--- src/rtl/prio_enc_pkg.sv ---
// Shared constants and helpers for the registered, debounced 8-to-3 priority encoder.
package prio_enc_pkg;

    localparam int unsigned N_IN   = 8;
    localparam int unsigned CODE_W = 3;

    // Index of the highest set bit; 0 when no bit is set.
    function automatic logic [CODE_W-1:0] msb_index(input logic [N_IN-1:0] v);
        logic [CODE_W-1:0] idx;
        idx = '0;
        for (int unsigned i = 0; i < N_IN; i++) begin
            if (v[i]) begin
                idx = CODE_W'(i);
            end
        end
        return idx;
    endfunction

endpackage

--- src/rtl/prio_enc_8to3_debounce.sv ---
// Two-flop synchroniser plus whole-vector debounce.
// Emits the debounced vector and a commit strobe that stays high once the
// vector has held for DEBOUNCE_CYCLES cycles.
module prio_enc_8to3_debounce
    import prio_enc_pkg::*;
#(
    parameter int unsigned DEBOUNCE_CYCLES = 50000,
    parameter int unsigned CNT_W           = 16
) (
    input  logic            clk,
    input  logic            rst_n,
    input  logic            en_i,
    input  logic [N_IN-1:0] raw_i,
    output logic [N_IN-1:0] vec_o,
    output logic            commit_o
);

    localparam logic [CNT_W-1:0] CNT_LAST = CNT_W'(DEBOUNCE_CYCLES - 1);

    logic [N_IN-1:0]  s1_q, s2_q;
    logic [N_IN-1:0]  samp_q, samp_d;
    logic [CNT_W-1:0] cnt_q, cnt_d;
    logic             commit;

    // Debounce next state: restart on change, count while stable, saturate at commit.
    always_comb begin
        samp_d = samp_q;
        cnt_d  = cnt_q;
        commit = 1'b0;
        if (!en_i) begin
            samp_d = '0;
            cnt_d  = '0;
        end else if (s2_q != samp_q) begin
            samp_d = s2_q;
            cnt_d  = '0;
        end else if (cnt_q != CNT_LAST) begin
            cnt_d  = cnt_q + 1'b1;
        end else begin
            commit = 1'b1;
        end
    end

    // Synchroniser runs regardless of enable; debounce state follows next-state logic.
    always_ff @(posedge clk or negedge rst_n) begin
        if (!rst_n) begin
            s1_q   <= '0;
            s2_q   <= '0;
            samp_q <= '0;
            cnt_q  <= '0;
        end else begin
            s1_q   <= raw_i;
            s2_q   <= s1_q;
            samp_q <= samp_d;
            cnt_q  <= cnt_d;
        end
    end

    assign vec_o    = samp_q;
    assign commit_o = commit;

endmodule

--- src/rtl/prio_enc_8to3.sv ---
// Registered, debounced 8-to-3 priority encoder with valid flag and change event.
// Optional feature macro: PRIO_ENC_MULTI_ERR_EN adds the 'multi' output.
module prio_enc_8to3
    import prio_enc_pkg::*;
#(
    parameter int unsigned DEBOUNCE_CYCLES = 50000,
    parameter int unsigned CNT_W           = 16
) (
    input  logic              clk,
    input  logic              rst_n,
    input  logic              Enable,
    input  logic [N_IN-1:0]   I,
    output logic [CODE_W-1:0] Y,
`ifdef PRIO_ENC_MULTI_ERR_EN
    output logic              multi,
`endif
    output logic              valid,
    output logic              evt
);

    logic [N_IN-1:0]   vec;
    logic              commit;
    logic [CODE_W-1:0] y_q, y_d;
    logic              valid_q, valid_d;
    logic              evt_q, evt_d;

    prio_enc_8to3_debounce #(
        .DEBOUNCE_CYCLES(DEBOUNCE_CYCLES),
        .CNT_W          (CNT_W)
    ) u_debounce (
        .clk     (clk),
        .rst_n   (rst_n),
        .en_i    (Enable),
        .raw_i   (I),
        .vec_o   (vec),
        .commit_o(commit)
    );

    // Encode on commit; disable clears outputs and reports the drop of valid.
    always_comb begin
        y_d     = y_q;
        valid_d = valid_q;
        evt_d   = 1'b0;
        if (!Enable) begin
            y_d     = '0;
            valid_d = 1'b0;
            evt_d   = valid_q;
        end else if (commit) begin
            y_d     = msb_index(vec);
            valid_d = |vec;
            evt_d   = ({valid_d, y_d} != {valid_q, y_q});
        end
    end

    // Output registers.
    always_ff @(posedge clk or negedge rst_n) begin
        if (!rst_n) begin
            y_q     <= '0;
            valid_q <= 1'b0;
            evt_q   <= 1'b0;
        end else begin
            y_q     <= y_d;
            valid_q <= valid_d;
            evt_q   <= evt_d;
        end
    end

    assign Y     = y_q;
    assign valid = valid_q;
    assign evt   = evt_q;

`ifdef PRIO_ENC_MULTI_ERR_EN
    logic multi_q, multi_d;

    // More than one committed line: clearing the lowest set bit leaves something.
    always_comb begin
        multi_d = multi_q;
        if (!Enable) begin
            multi_d = 1'b0;
        end else if (commit) begin
            multi_d = ((vec & (vec - 1'b1)) != '0);
        end
    end

    // Multi-line flag register.
    always_ff @(posedge clk or negedge rst_n) begin
        if (!rst_n) begin
            multi_q <= 1'b0;
        end else begin
            multi_q <= multi_d;
        end
    end

    assign multi = multi_q;
`endif

endmodule
--- config.mk ---
export PLATFORM = sky130hd
export DESIGN_NAME = prio_enc_8to3
export DESIGN_NICKNAME = d
export VERILOG_FILES = /design/src/rtl/prio_enc_pkg.sv /design/src/rtl/prio_enc_8to3_debounce.sv /design/src/rtl/prio_enc_8to3.sv
export SDC_FILE = /design/constraint.sdc
export NUM_CORES = 1
export LEC_CHECK = 0
export BUFFER_PORTS_ARGS = -buffer_cell sky130_fd_sc_hd__buf_2
export CAP_MARGIN = 20
export CELL_PAD_IN_SITES_DETAIL_PLACEMENT = 1
export CELL_PAD_IN_SITES_GLOBAL_PLACEMENT = 1
export CORE_MARGIN = 2
export CORE_UTILIZATION = 46
export DETAILED_ROUTE_END_ITERATION = 6
export PLACE_DENSITY_LB_ADDON = 0.1
export SLEW_MARGIN = 30
export SYNTH_ARGS = -nofsm -noshare
export SYNTH_HDL_FRONTEND = slang
export SYNTH_SLANG_ARGS = --single-unit
--- constraint.sdc ---
create_clock -name clk -period 2.54 [get_ports clk]
set_clock_uncertainty 0.2 [all_clocks]
set_input_delay 0 -clock clk [delete_from_list [all_inputs] [get_ports clk]]
set_output_delay 0 -clock clk [all_outputs]
set_load 0.02 [all_outputs]
======== Word-level counts from Yosys, hierarchy flattened ========
Index checks and enable logic that the tools add are counted.
cells by class
  $add $sub $neg .......................... 1
  eq/ne operators ......................... 6
  muxes and demuxes ....................... 23
  reduce and logical (&&, ||, !) cells .... 1
operators with widths
  kind                     number
  $mux W16                 3
  $mux W3                  10
  $add A16 B1 Y16 const B  1
  $mux W8                  2
  $ne A16 B16 Y1 const B   1
  $mux W1                  8
  $ne A8 B8 Y1             1
  $reduce_or A8 Y1         1
  $ne A2 B1 Y1 const B     2
  $ne A4 B4 Y1             1
  $ne A3 B1 Y1 const B     1
word-level totals
  register bits ........................... 45
  input port bits ......................... 11

======== Depth between registers and ports, before layout ========
  depth in word-level cells ............... 12
  mapped depth ............................ 6
  gate-level depth less buffers ........... 6

======== By module ========
Synthesis repeated with hierarchy kept, for this count alone.
unflattened totals
  cell total of the unflattened synthesis .. 163
  area, all modules ....................... 1914.3 um^2
modules (own cells, without submodules)
  module                  times used  cells each  area an instance (um^2)
  prio_enc_8to3_debounce  1           129         1566.5
  prio_enc_8to3           1           34          347.8

======== Worst setup path after synthesis ========
No wires, ideal clock.
  path kind ............................... reg2reg
  start point ............................. register u_debounce.samp_q[6], in the netlist u_debounce.vec_o[6]
  end point ............................... register y_q[0], in the netlist Y[0]
  library setup time ...................... 125 ps
  arrival time ............................ 1743 ps
  slack ................................... 472 ps
  cell stages (with the launch flop) ...... 7
  path buffers ............................ 1
  period minus slack after synthesis ...... 2068 ps
  cells stage by stage .................... dfrtp_1 xor2_1 nor4_2 nand4_2 or2_0 buf_2 mux2_4
between the ends
  longest elaborated chain between the ends .. 6
  elaborated cells between the ends (all ways) .. 10
  those cells by class .................... 2 x eq/ne; 8 x mux
ends and longest elaborated chain
  item                    line                          RTL
  from (decl)             prio_enc_8to3_debounce.sv:21  logic [N_IN-1:0] samp_q, samp_d;
  from (signal assigned)  prio_enc_8to3_debounce.sv:53  samp_q <= samp_d;
  $mux W3 (2 in series)   prio_enc_pkg.sv:12            if (v[i]) begin
  $mux W3                 prio_enc_8to3.sv:48           end else if (commit) begin
  $mux W3                 prio_enc_8to3.sv:44           if (!Enable) begin
  $mux W3                 prio_enc_8to3.sv:48
  $mux W3                 prio_enc_8to3.sv:44
  to (signal assigned)    prio_enc_8to3.sv:62           y_q <= y_d;
  to (decl)               prio_enc_8to3.sv:23           logic [CODE_W-1:0] y_q, y_d;
Parallel ways exist; a longest one is shown, timed or not. The select of a mux whose other input is x is not followed.
A chain may end at the register's enable or synchronous reset.

======== Final worst setup path ========
  start point ............................. register u_debounce.samp_q[6], in the netlist u_debounce.vec_o[6]
  end point ............................... register y_q[1], in the netlist Y[1]
The elaborated chain is that of the path after synthesis.

==> summary.md <==
| Metric | Value |
|---|---|
| Status | `complete, no violations` |
| CP Data Required Time | `about 2.5 ns` |
| Critical-path top delay cell | `dfrtp_1` |
| Std-Cell Rows | `23` |
| Cell taking the most area after synthesis | `dfrtp_1` |
| Tmin final | `around 2.1 ns` |
| Die Y | `~68 um` |
| P&R area growth vs syn | `19.3%` |
| Cells after Synth | `roughly 170` |
| Mapped cell area | `1900 um2` |
| Antenna viol nets, final | `0` |
| Fin crit share | `between 80% and 90%` |
| Vias in the first global route | `~1,400` |
| Clk slew on worst S/H paths | `around 0.1 ns` |
| 1st-pass router iterations | `4` |
| Setup bufs post-CTS | `0` |
| WP buf/inv | `0` |
| Initial antenna violation count | `0` |
| Routed WL | `around 3900 um` |
| Synthesized area per cell | `11.3 um2` |
| Final hold violations | `0` |
| Netlist cell types | `31` |
| Die area | `approximately 4700 um2` |
| Pleak | `roughly 0.0010 uW` |
| Final setup violating endpoints | `0` |
| Total Nets Final | `approximately 210` |
| Post-DP HPWL | `2620 um` |
| Area contributors post-synth | `dfrtp_1 (59%), xor2_1 (6.9%), nor2_1 (4.7%)` |
| Peak supply drop | `between 0.4 and 0.5 mV` |
| Maximum clock rate | `about 480 MHz` |
| Pins Over Slew Limit | `0` |
| Slowest stage delay, CP | `between 0.4 and 0.5 ns` |
| Post-synth top area share | `59.2%` |
| Worst-path maximum fanout | `6` |
| Starting density of the core | `between 40% and 50%` |
| Clock root cell | `clkbuf_8` |
| DRC viols | `0` |
| # IOs | `16` |
| # H-tree levels | `2` |
| RSZ-0062 raised after global routing | `no` |
| Share of layout cells above drive strength 1 | `15.4%` |
| Final Cell Area | `about 2300 um2` |
| Core ar. | `4000 um2` |
| Max-capacitance violation count | `0` |
| Via count | `around 1,300` |
| Dpl cell area | `2050 um2` |
| N_diodes | `0` |
| Min-delay worst type | `in2async` |
| Number of CTS-inserted buffers | `5` |
| CP arrival | `approximately 2.1 ns` |
| Dominant synthesized flop cell | `dfrtp_1` |
| Critical path class | `reg2reg` |
| First-pass GRT wire length | `about 6500 um` |
| Least-Margin Pin Slew | `around 0.67 ns` |
| Crit end category | `flip-flop` |
| Die X | `68.3 um` |
| Family with the most delay on the worst path | `simple AND/OR/NAND/NOR gates` |
| Ordered cell list for the critical path | `xor2_1 -> nor4_2 -> nand4_2 -> or2_0 -> mux2_4` |
| Slew headroom | `54.8%` |
| CP Launch Type | `flip-flop` |
| PortBufs | `15` |
| Yosys Warn Count | `0` |
| Routed len/inst | `between 15 and 20 um` |
| Routability-driven placement congestion ratio | `0.790` |
| Post-synth ARST share | `100%` |
| Clock latency at the later pin of the worst-skew pair | `0.30 ns` |
| Longest Clk Path Bufs | `2` |
| Total negative slack | `0 ns` |
| Grt total ovfl | `0` |
| Post-synth net total | `180` |
| Tot GR Track Use | `approximately a fifth` |
| Drt first-iter violations | `50` |
| TritonCTS clock tree | `built` |
| Seq/Total Area, Yosys | `roughly 60%` |
| PwrDens | `~610 nW/um2` |
| Sink Count | `between 40 and 50` |
| Seq cells post-synth | `45` |
| DR vias/cell | `about 5.2` |
| Post-synth EDFFs | `0` |
| Pin count of the biggest net entering global routing | `46` |
[flip-flops by register name (all words and copies together) (netlist names)]
register          count
Y                     3
evt                   1
u_debounce.cnt_q     16
u_debounce.s1_q       8
u_debounce.s2_q       8
u_debounce.vec_o      8
valid                 1
[cells by family (layout without fill, tap and decap cells)]
logic type	Yosys count	after routing	share of synthesized area, %
muxes	5	5	3.42
xor gates and xnor gates	24	24	11.0
AOI/OAI and AO/OA	8	8	3.02
DFF	45	45	59.2
and+or+nand+nor	76	76	20.8
adders and majority gates	1	1	0.657
buffers and inverters	9	42	1.84
[report_power, final]
part / internal [uW] / switching, uW / total [uW] / leakage [uW]
combinational: 35.8 / 42.4 / 78.2 / 0.000389
clock: 300 / 265 / 566 / 0.0000591
sequential: 735 / 14.8 / 750 / 0.000583
total: 1070 / 323 / 1390 / 0.00103
[cells in the mapped netlist, drive strengths merged (3+ instances only)]
library cell	instances
xnor2	9
nor2	24
nor3	4
xor2	15
dfrtp	45
nand4	4
and2	9
nor4	6
mux2	3
and3	3
nand2	10
nand3	9
inv	6
[path summary, 6_finish.rpt]
path	slack (ns)	startpoint	cells after the start	end
min in group clk	0.13	I[2]	2	u_debounce.s1_q[2]
hold reg to reg	0.15	u_debounce.s1_q[6]	0	u_debounce.s2_q[6]
hold / removal	0.02	rst_n	2	Y[0]
max in group asynchronous	1.74	rst_n	2	u_debounce.s2_q[2]
setup / recovery	0.45	u_debounce.vec_o[6]	5	Y[1]
setup reg to reg	0.45	u_debounce.vec_o[6]	5	Y[1]
[what timing repair did]
action	CTS	global route
gates resized for setup	0	0
endpoints found under the hold margin	62	0
hold buffers	10	0
[cell type report]
type	count	area (um2)
clock buffers	5	68.8
fillers	448	1730
clock inverters	3	47.5
repair buffers	28	200
inverters	6	22.5
multi-input cells	114	742
well taps	50	62.6
flip-flops and latches	45	1130
[per-layer routing]
| metal | track usage [%] | up-vias | part of all wire (%) |
|---|---|---|---|
| met2 | 32.2 | 26 | 50 |
| met5 | 0 | - | 0 |
| li1 | - | 625 | - |
| met4 | 4.50 | 0 | 0.95 |
| met3 | 4.44 | 5 | 3.1 |
| met1 | 25.7 | 657 | 46 |
[cell usage in the layout, fill, tap and decap left out, drive strengths merged, types with 2 or more instances in the layout]
cell	Yosys	final
nor4bb	2	2
dlygate4sd3	0	10
a21oi	2	2
mux2i	2	2
and2	9	9
xnor2	9	9
dfrtp	45	45
xor2	15	15
nand4	4	4
nand2b	2	2
and3	3	3
inv	6	8
nand3	9	9
nand2	10	10
nor2	24	24
nor4	6	6
nor3	4	4
buf	1	18
mux2	3	3
clkbuf	2	5
[per-stage QoR]
stage / hold WS [ns] / util [%] / setup WS, ns / std cells / power, uW
floorplan: -0.496 / - / 0.472 / 168 / 795
detailed placement: -0.0906 / 51.3 / 0.478 / 233 / 831
global placement: -0.0918 / 51.3 / 0.520 / 233 / 826
global route: 0.0740 / 56.7 / 0.314 / 251 / 1450
finish: 0.0186 / 56.7 / 0.446 / 251 / 1390
CTS: 0.121 / 56.7 / 0.438 / 251 / 1410
Note: power is estimated with default switching activity, not from simulation.
